==> src/rtl/instr_decode_pkg.sv <==
// Shared decode definitions: opcode/funct/ALU-op constants, the decoded-instruction
// struct and the register-read helper used by the load-use interlock.
package instr_decode_pkg;

    localparam logic [5:0] OP_RTYPE = 6'b000000;
    localparam logic [5:0] OP_J     = 6'b000010;
    localparam logic [5:0] OP_JAL   = 6'b000011;
    localparam logic [5:0] OP_BEQ   = 6'b000100;
    localparam logic [5:0] OP_BNE   = 6'b000101;
    localparam logic [5:0] OP_ADDI  = 6'b001000;
    localparam logic [5:0] OP_XORI  = 6'b001110;
    localparam logic [5:0] OP_LW    = 6'b100011;
    localparam logic [5:0] OP_SW    = 6'b101011;

    localparam logic [5:0] FN_ADD   = 6'b100000;
    localparam logic [5:0] FN_SUB   = 6'b100010;
    localparam logic [5:0] FN_XOR   = 6'b100110;
    localparam logic [5:0] FN_SLT   = 6'b101010;
    localparam logic [5:0] FN_JR    = 6'b001000;

    localparam logic [2:0] ALU_ADD  = 3'b000;
    localparam logic [2:0] ALU_SUB  = 3'b001;
    localparam logic [2:0] ALU_XOR  = 3'b010;
    localparam logic [2:0] ALU_SLT  = 3'b011;

    typedef struct packed {
        logic [5:0]  Op;
        logic [4:0]  Rs;
        logic [4:0]  Rt;
        logic [4:0]  Rd;
        logic [15:0] imm;
        logic [25:0] addr;
        logic [2:0]  alu_src;
        logic        alu_control;
        logic        jump;
        logic        jumpLink;
        logic        jumpReg;
        logic        branchE;
        logic        branchNE;
        logic        mem_write;
        logic        reg_write;
        logic        regDst;
        logic        memToReg;
        logic        illegal;
    } decoded_t;

    // j/jal read no register; Rt is a source only for R-type, branches and stores.
    function automatic logic reads_reg(input logic [31:0] instr, input logic [4:0] r);
        logic [5:0] op;
        logic       rs_used;
        logic       rt_used;
        op      = instr[31:26];
        rs_used = (op != OP_J) && (op != OP_JAL);
        rt_used = (op == OP_RTYPE) || (op == OP_BEQ) || (op == OP_BNE) || (op == OP_SW);
        return (r != 5'd0) &&
               ((rs_used && (instr[25:21] == r)) || (rt_used && (instr[20:16] == r)));
    endfunction

endpackage

==> src/rtl/instr_decode_comb.sv <==
// Purely combinational MIPS decoder: one 32-bit instruction word in, decoded_t out.
module instr_decode_comb
    import instr_decode_pkg::*;
(
    input  logic [31:0] instr_i,
    output decoded_t    dec_o
);

    // Raw field extraction plus control decode; unknown encodings raise illegal only.
    always_comb begin
        dec_o      = '0;
        dec_o.Op   = instr_i[31:26];
        dec_o.Rs   = instr_i[25:21];
        dec_o.Rt   = instr_i[20:16];
        dec_o.Rd   = instr_i[15:11];
        dec_o.imm  = instr_i[15:0];
        dec_o.addr = instr_i[25:0];
        case (instr_i[31:26])
            OP_RTYPE: begin
                case (instr_i[5:0])
                    FN_ADD: begin
                        dec_o.reg_write = 1'b1;
                        dec_o.regDst    = 1'b1;
                        dec_o.alu_src   = ALU_ADD;
                    end
                    FN_SUB: begin
                        dec_o.reg_write = 1'b1;
                        dec_o.regDst    = 1'b1;
                        dec_o.alu_src   = ALU_SUB;
                    end
                    FN_XOR: begin
                        dec_o.reg_write = 1'b1;
                        dec_o.regDst    = 1'b1;
                        dec_o.alu_src   = ALU_XOR;
                    end
                    FN_SLT: begin
                        dec_o.reg_write = 1'b1;
                        dec_o.regDst    = 1'b1;
                        dec_o.alu_src   = ALU_SLT;
                    end
                    FN_JR:   dec_o.jumpReg = 1'b1;
                    default: dec_o.illegal = 1'b1;
                endcase
            end
            OP_J:   dec_o.jump = 1'b1;
            OP_JAL: begin
                dec_o.jump      = 1'b1;
                dec_o.jumpLink  = 1'b1;
                dec_o.reg_write = 1'b1;
            end
            OP_BEQ: begin
                dec_o.branchE = 1'b1;
                dec_o.alu_src = ALU_SUB;
            end
            OP_BNE: begin
                dec_o.branchNE = 1'b1;
                dec_o.alu_src  = ALU_SUB;
            end
            OP_ADDI: begin
                dec_o.reg_write   = 1'b1;
                dec_o.alu_control = 1'b1;
                dec_o.alu_src     = ALU_ADD;
            end
            OP_XORI: begin
                dec_o.reg_write   = 1'b1;
                dec_o.alu_control = 1'b1;
                dec_o.alu_src     = ALU_XOR;
            end
            OP_LW: begin
                dec_o.reg_write   = 1'b1;
                dec_o.memToReg    = 1'b1;
                dec_o.alu_control = 1'b1;
            end
            OP_SW: begin
                dec_o.mem_write   = 1'b1;
                dec_o.alu_control = 1'b1;
            end
            default: dec_o.illegal = 1'b1;
        endcase
    end

endmodule

==> src/rtl/instruction_decode_queue.sv <==
// Instruction FIFO feeding a registered decode stage with valid/ready on both sides.
// Optional load-use interlock enabled by defining INSTR_DECODE_HAZARD_EN.
module instruction_decode_queue
    import instr_decode_pkg::*;
#(
    parameter int DEPTH = 4,
    parameter int PC_W  = 32
) (
    input  logic                         clk,
    input  logic                         reset,
    input  logic                         in_valid,
    output logic                         in_ready,
    input  logic [31:0]                  in_instr,
    input  logic [PC_W-1:0]              in_pc,
    input  logic                         flush,
    output logic                         out_valid,
    input  logic                         out_ready,
    output logic [PC_W-1:0]              out_pc,
    output logic [5:0]                   Op,
    output logic [4:0]                   Rs,
    output logic [4:0]                   Rt,
    output logic [4:0]                   Rd,
    output logic [15:0]                  imm,
    output logic [25:0]                  addr,
    output logic [2:0]                   alu_src,
    output logic                         alu_control,
    output logic                         jump,
    output logic                         jumpLink,
    output logic                         jumpReg,
    output logic                         branchE,
    output logic                         branchNE,
    output logic                         mem_write,
    output logic                         reg_write,
    output logic                         regDst,
    output logic                         memToReg,
    output logic                         illegal,
    output logic                         hazard_stall,
    output logic [$clog2(DEPTH+1)-1:0]   count
);

    localparam int               PTR_W    = $clog2(DEPTH);
    localparam int               CNT_W    = $clog2(DEPTH + 1);
    localparam logic [CNT_W-1:0] CNT_FULL = CNT_W'(DEPTH);

    logic [31:0]      instr_mem_q [DEPTH];
    logic [PC_W-1:0]  pc_mem_q    [DEPTH];
    logic [PTR_W-1:0] wr_ptr_q, wr_ptr_d;
    logic [PTR_W-1:0] rd_ptr_q, rd_ptr_d;
    logic [CNT_W-1:0] count_q, count_d;
    decoded_t         out_q, out_d;
    logic [PC_W-1:0]  out_pc_q, out_pc_d;
    logic             out_valid_q, out_valid_d;

    logic [31:0]      head_instr_s;
    logic [PC_W-1:0]  head_pc_s;
    decoded_t         head_dec_s;
    logic             in_ready_s;
    logic             push_s;
    logic             pop_s;
    logic             handoff_s;
    logic             can_load_s;
    logic             stall_s;

    assign head_instr_s = instr_mem_q[rd_ptr_q];
    assign head_pc_s    = pc_mem_q[rd_ptr_q];
    // A full queue refuses even when the head pops this cycle: no pass-through.
    assign in_ready_s   = !reset && (count_q != CNT_FULL);
    assign push_s       = in_valid && in_ready_s && !flush;
    assign handoff_s    = out_valid_q && out_ready;
    assign can_load_s   = (count_q != {CNT_W{1'b0}}) && (!out_valid_q || out_ready) && !flush;
    assign pop_s        = can_load_s && !stall_s;

    instr_decode_comb u_decode (
        .instr_i (head_instr_s),
        .dec_o   (head_dec_s)
    );

`ifdef INSTR_DECODE_HAZARD_EN
    logic       rec_v_q;
    logic [4:0] rec_r_q;
    logic       hazard_stall_q;
    logic       eff_v_s;
    logic [4:0] eff_r_s;

    // The lw leaving this cycle counts as the most recent hand-off for the head check.
    always_comb begin
        eff_v_s = rec_v_q;
        eff_r_s = rec_r_q;
        if (handoff_s) begin
            eff_v_s = (out_q.Op == OP_LW) && (out_q.Rt != 5'd0);
            eff_r_s = out_q.Rt;
        end else begin
            eff_v_s = rec_v_q;
            eff_r_s = rec_r_q;
        end
        stall_s = can_load_s && eff_v_s && reads_reg(head_instr_s, eff_r_s);
    end

    // Load record; a bubble consumes it so exactly one stall cycle is inserted.
    always_ff @(posedge clk) begin
        if (reset || flush) begin
            rec_v_q        <= 1'b0;
            rec_r_q        <= 5'd0;
            hazard_stall_q <= 1'b0;
        end else if (stall_s) begin
            rec_v_q        <= 1'b0;
            hazard_stall_q <= 1'b1;
        end else begin
            rec_v_q        <= eff_v_s;
            rec_r_q        <= eff_r_s;
            hazard_stall_q <= 1'b0;
        end
    end

    assign hazard_stall = hazard_stall_q;
`else
    assign stall_s      = 1'b0;
    assign hazard_stall = 1'b0;
`endif

    // Next-state for pointers, occupancy and the output register; flush wins over all.
    always_comb begin
        wr_ptr_d    = wr_ptr_q;
        rd_ptr_d    = rd_ptr_q;
        count_d     = count_q;
        out_d       = out_q;
        out_pc_d    = out_pc_q;
        out_valid_d = out_valid_q;
        if (flush) begin
            wr_ptr_d    = {PTR_W{1'b0}};
            rd_ptr_d    = {PTR_W{1'b0}};
            count_d     = {CNT_W{1'b0}};
            out_valid_d = 1'b0;
        end else begin
            wr_ptr_d = wr_ptr_q + PTR_W'(push_s);
            rd_ptr_d = rd_ptr_q + PTR_W'(pop_s);
            count_d  = count_q + CNT_W'(push_s) - CNT_W'(pop_s);
            if (pop_s) begin
                out_d       = head_dec_s;
                out_pc_d    = head_pc_s;
                out_valid_d = 1'b1;
            end else if (handoff_s) begin
                out_valid_d = 1'b0;
            end else begin
                out_valid_d = out_valid_q;
            end
        end
    end

    // Control and output-stage registers with synchronous reset.
    always_ff @(posedge clk) begin
        if (reset) begin
            wr_ptr_q    <= {PTR_W{1'b0}};
            rd_ptr_q    <= {PTR_W{1'b0}};
            count_q     <= {CNT_W{1'b0}};
            out_q       <= '0;
            out_pc_q    <= {PC_W{1'b0}};
            out_valid_q <= 1'b0;
        end else begin
            wr_ptr_q    <= wr_ptr_d;
            rd_ptr_q    <= rd_ptr_d;
            count_q     <= count_d;
            out_q       <= out_d;
            out_pc_q    <= out_pc_d;
            out_valid_q <= out_valid_d;
        end
    end

    // Entry storage is left unreset; occupancy guards every read.
    always_ff @(posedge clk) begin
        if (push_s) begin
            instr_mem_q[wr_ptr_q] <= in_instr;
            pc_mem_q[wr_ptr_q]    <= in_pc;
        end
    end

    assign in_ready    = in_ready_s;
    assign out_valid   = out_valid_q;
    assign out_pc      = out_pc_q;
    assign count       = count_q;
    assign Op          = out_q.Op;
    assign Rs          = out_q.Rs;
    assign Rt          = out_q.Rt;
    assign Rd          = out_q.Rd;
    assign imm         = out_q.imm;
    assign addr        = out_q.addr;
    assign alu_src     = out_q.alu_src;
    assign alu_control = out_q.alu_control;
    assign jump        = out_q.jump;
    assign jumpLink    = out_q.jumpLink;
    assign jumpReg     = out_q.jumpReg;
    assign branchE     = out_q.branchE;
    assign branchNE    = out_q.branchNE;
    assign mem_write   = out_q.mem_write;
    assign reg_write   = out_q.reg_write;
    assign regDst      = out_q.regDst;
    assign memToReg    = out_q.memToReg;
    assign illegal     = out_q.illegal;

endmodule

==> config.mk <==
export PLATFORM = sky130hd
export DESIGN_NAME = instruction_decode_queue
export DESIGN_NICKNAME = d
export VERILOG_FILES = /design/src/rtl/instr_decode_pkg.sv /design/src/rtl/instr_decode_comb.sv /design/src/rtl/instruction_decode_queue.sv
export SDC_FILE = /design/constraint.sdc
export NUM_CORES = 1
export LEC_CHECK = 0
export BUFFER_PORTS_ARGS = -buffer_cell sky130_fd_sc_hd__buf_2
export CORE_ASPECT_RATIO = 0.8
export CORE_MARGIN = 2
export CORE_UTILIZATION = 30
export DETAILED_ROUTE_END_ITERATION = 7
export MAX_ROUTING_LAYER = met4
export PLACE_DENSITY = 0.43
export SLEW_MARGIN = 25
export SYNTH_ARGS = -nofsm -noshare
export SYNTH_HDL_FRONTEND = slang
export SYNTH_SLANG_ARGS = --single-unit
==> constraint.sdc <==
create_clock -name clk -period 7.45 [get_ports clk]
set_input_delay 0.745 -clock clk [delete_from_list [all_inputs] [get_ports clk]]
set_output_delay 0.745 -clock clk [all_outputs]
set_load 0.005 [all_outputs]
==> run_results.csv <==
group,metric,value,unit
worst_setup_path,criticalPathCategory,"flop to flop",
global_routing,first_global_vias,6933,
clock_network,clock_latency,0.52,ns
worst_hold_path,hold_path_class,"primary input to flop",
clock_network,holdBufCountCts,0,
clock_network,cts_inserted_buffers,38,
logic_synthesis,syn_avg_cell_area,16.6,µm²
layout,layout_common_cells,"edfxtp_1, buf_2, nand2_1",
logic_synthesis,synthAdderAreaFrac,0.00553,
logic_synthesis,yosysUniqueCellTypes,46,
sta,fmax,308,MHz
worst_setup_path,worstPathCellList,"buf_4 > mux4_2 > nor3b_1 > nand2_1 > or3_1 > a311oi_2",
sta,finalSetupTns,0,ns
route,vias,6850,
global_routing,grt_overflow_total,0,
worst_hold_path,hp-start,"in_instr[9]",
power,power.density,264,mW/mm²
logic_synthesis,synth_async_sr_flop_share,0,
die,die_width,234,µm
layout,final_common_cell,"edfxtp_1",
global_routing,grt_max_degree,70,
worst_setup_path,cp_slowest_cell,"dfxtp_4",
sta,finalMaxSlewViolations,0,
sta,fin_skew,0.0199,ns
sta,slew_headroom,0.383,
die,rows,67,
worst_setup_path,arrival,3.67,ns
logic_synthesis,synth_warnings,0,
logic_synthesis,synth_edf_count,256,
logic_synthesis,synthMuxAreaShare,0.115,
logic_synthesis,yosys.area.top_type_share,0.606,
die,io_pins,184,
worst_setup_path,critical_path_peak_fanout,36,
worst_setup_path,reg2reg_to,"alu_src[1]",
route,route.detailed.wl_per_inst,20.0,µm
placed_design,gp_congestion,0.685,
route,drt_first_pass_iters,4,
global_routing,grt_pass1_wl,45000,µm
route,wl,30300,µm
placed_design,portBuffers,181,
clock_network,clk_pin_slew,0.06,ns
worst_hold_path,min_to,"instr_mem_q[2][9]",
die,start_util,0.304,
sta,whs,0.438,ns
worst_setup_path,critPathMaxStageDelay,0.87,ns
logic_synthesis,synth_seq_cells,341,
layout,drive_gt1_frac,0.331,
worst_setup_path,end_kind,"flop",
logic_synthesis,synth_area_leaders,"edfxtp_1, dfxtp_1, mux4_2",
die,core_area,0.0417,mm²
sta,rsz0062_at_grt,"false",
layout,area_growth_syn_to_layout,19.6,%
global_routing,track_usage,0.142,
layout,fin_nets,1000,
sta,min_period,3.25,ns
worst_setup_path,rr_startpoint,"rd_ptr_q[0]",
power,vdd_ir_drop_max,0.000170,V
worst_hold_path,min_path_cells,1,
sta,finalSetupViolCount,0,
logic_synthesis,synthFlopType,"edfxtp_1",
route,avgViaCountPerCell,4.53,
outcome,status,"complete, no violations",
clock_network,h-tree-depth,2,
sta,tightest_slew,0.926,ns
global_routing,antenna_found_initial,5,
clock_network,cts-root-buf,"clkbuf_16",
worst_setup_path,r2r_setup_slack,4.20,ns
logic_synthesis,syn_inst,765,
clock_network,cts_sinks,341,
clock_network,cts_tree,"yes",
worst_setup_path,rr_worst_depth,6,
logic_synthesis,synth-xor-area-share,0.00415,
die,die_area,0.0439,mm²
worst_setup_path,start_kind,"flop",
clock_network,postCtsSetupBuffers,0,
logic_synthesis,seq_area_frac_synth,0.741,
logic_synthesis,synth_top_family_by_area,"multiplexers",
logic_synthesis,syn_area,0.0127,mm²
clock_network,cts_buffer_depth,3,
die,die_h,188,µm
worst_setup_path,worstPathRequired,7.87,ns
clock_network,cts_resized,0,
route,antenna_left,0,
layout,postLayoutCoreUtil,0.363,
route,drt_iter0_drc,382,
placed_design,hpwlAfterDp,18200,µm
flow_run,maxCapViolCount,0,
logic_synthesis,synth_compound_area_frac,0.0377,
logic_synthesis,synth-simple-area-share,0.0627,
sta,hold_viol_final,0,
route,drc,0,
logic_synthesis,netlist.top_cell.by_area,"edfxtp_1",
sta,period_share,0.436,
power,leakagePower,0.00520,µW
==> cell type report <==
class,count,area [µm²]
flip-flops and latches,341,9400
clock buffers,56,1070
multi-input cells,349,2890
repair buffers,192,991
diodes,6,15.0
well taps,552,691
clock inverters,13,88.8
fillers,4035,26600
inverters,4,16.3
==> metrics by stage <==
| stage | cells | setup slack (ns) | power, µW | instance area (µm²) |
|---|---|---|---|---|
| finish | 1513 | 4.20 | 3990 | 15200 |
| global route | 1512 | 3.91 | 4150 | 15200 |
| CTS | 1507 | 4.06 | 4060 | 15100 |
| detailed placement | 1438 | 3.80 | 2280 | 14000 |
| global placement | 1438 | 3.87 | 2280 | 14000 |
| floorplan | 766 | 0.940 | 2210 | 12700 |
==> worst max-delay path by stage <==
stage                 from           endpoint  slack (ns)  cells past startpoint
6_report       rd_ptr_q[0]         alu_src[1]        4.20                      6
4_1_cts        rd_ptr_q[0]         alu_src[1]        4.06                      6
3_3_place_gp         reset    pc_mem_q[1][20]        3.87                      7
3_5_place_dp         reset    pc_mem_q[1][28]        3.80                      7
5_1_grt        rd_ptr_q[0]         alu_src[1]        3.91                      6
2_1_floorplan        reset  instr_mem_q[2][0]        0.94                      4
==> cells by family (layout without fill, tap and decap cells) <==
group / after synthesis / in the layout
compound gates: 86 / 86
xor+xnor: 6 / 6
fa+ha+maj: 5 / 5
buf+inv: 76 / 265
flops: 341 / 341
mux: 64 / 64
other cells: 1 / 8
simple gates: 186 / 186
==> per-layer routing <==
metal	track usage	vias up	share of wire
li1	-	3185	-
met1	0.200	3454	0.48
met2	0.211	167	0.45
met3	0.0333	44	0.056
met4	0.0307	0	0.016
met5	-	-	0
==> synth_stat cells, drive strengths merged, types with 2 or more instances <==
cell type  instances
dfxtp             85
ha                 4
nand3              2
nand2            138
edfxtp           256
nor3               6
nor2b              2
mux4              64
nor3b              2
and2               3
or3                6
a211oi             3
nand3b             2
a21oi             71
clkbuf            25
inv                3
or4b               2
xnor2              5
nor2              17
o21ai              3
a31oi              2
buf               47
==> flip-flops by register name, indices dropped and copies added (netlist names), 2 cells and up <==
name and flops:
instr_mem_q 128, pc_mem_q 128, out_pc 32, imm 11, Op 6, Rs 5
Rd 4, Rt 4, count 3, addr 2, alu_src 2, rd_ptr_q 2
wr_ptr_q 2
==> worst max-delay path, delay by kind of cell (launching register included) <==
kind	cells	cell delay (ns)
muxes	1	0.63
AOI/OAI and AO/OA	1	0.24
DFF	1	0.87
buffers and inverters	1	0.66
and+or+nand+nor	3	0.74
==> where the power goes <==
part	switching [µW]	leakage (µW)	total, µW	internal, µW
clock network	725	0.000571	1750	1030
registers	16.4	0.00300	2090	2070
logic	93.4	0.00163	154	60.7
Power figures use the tool's default switching activity.
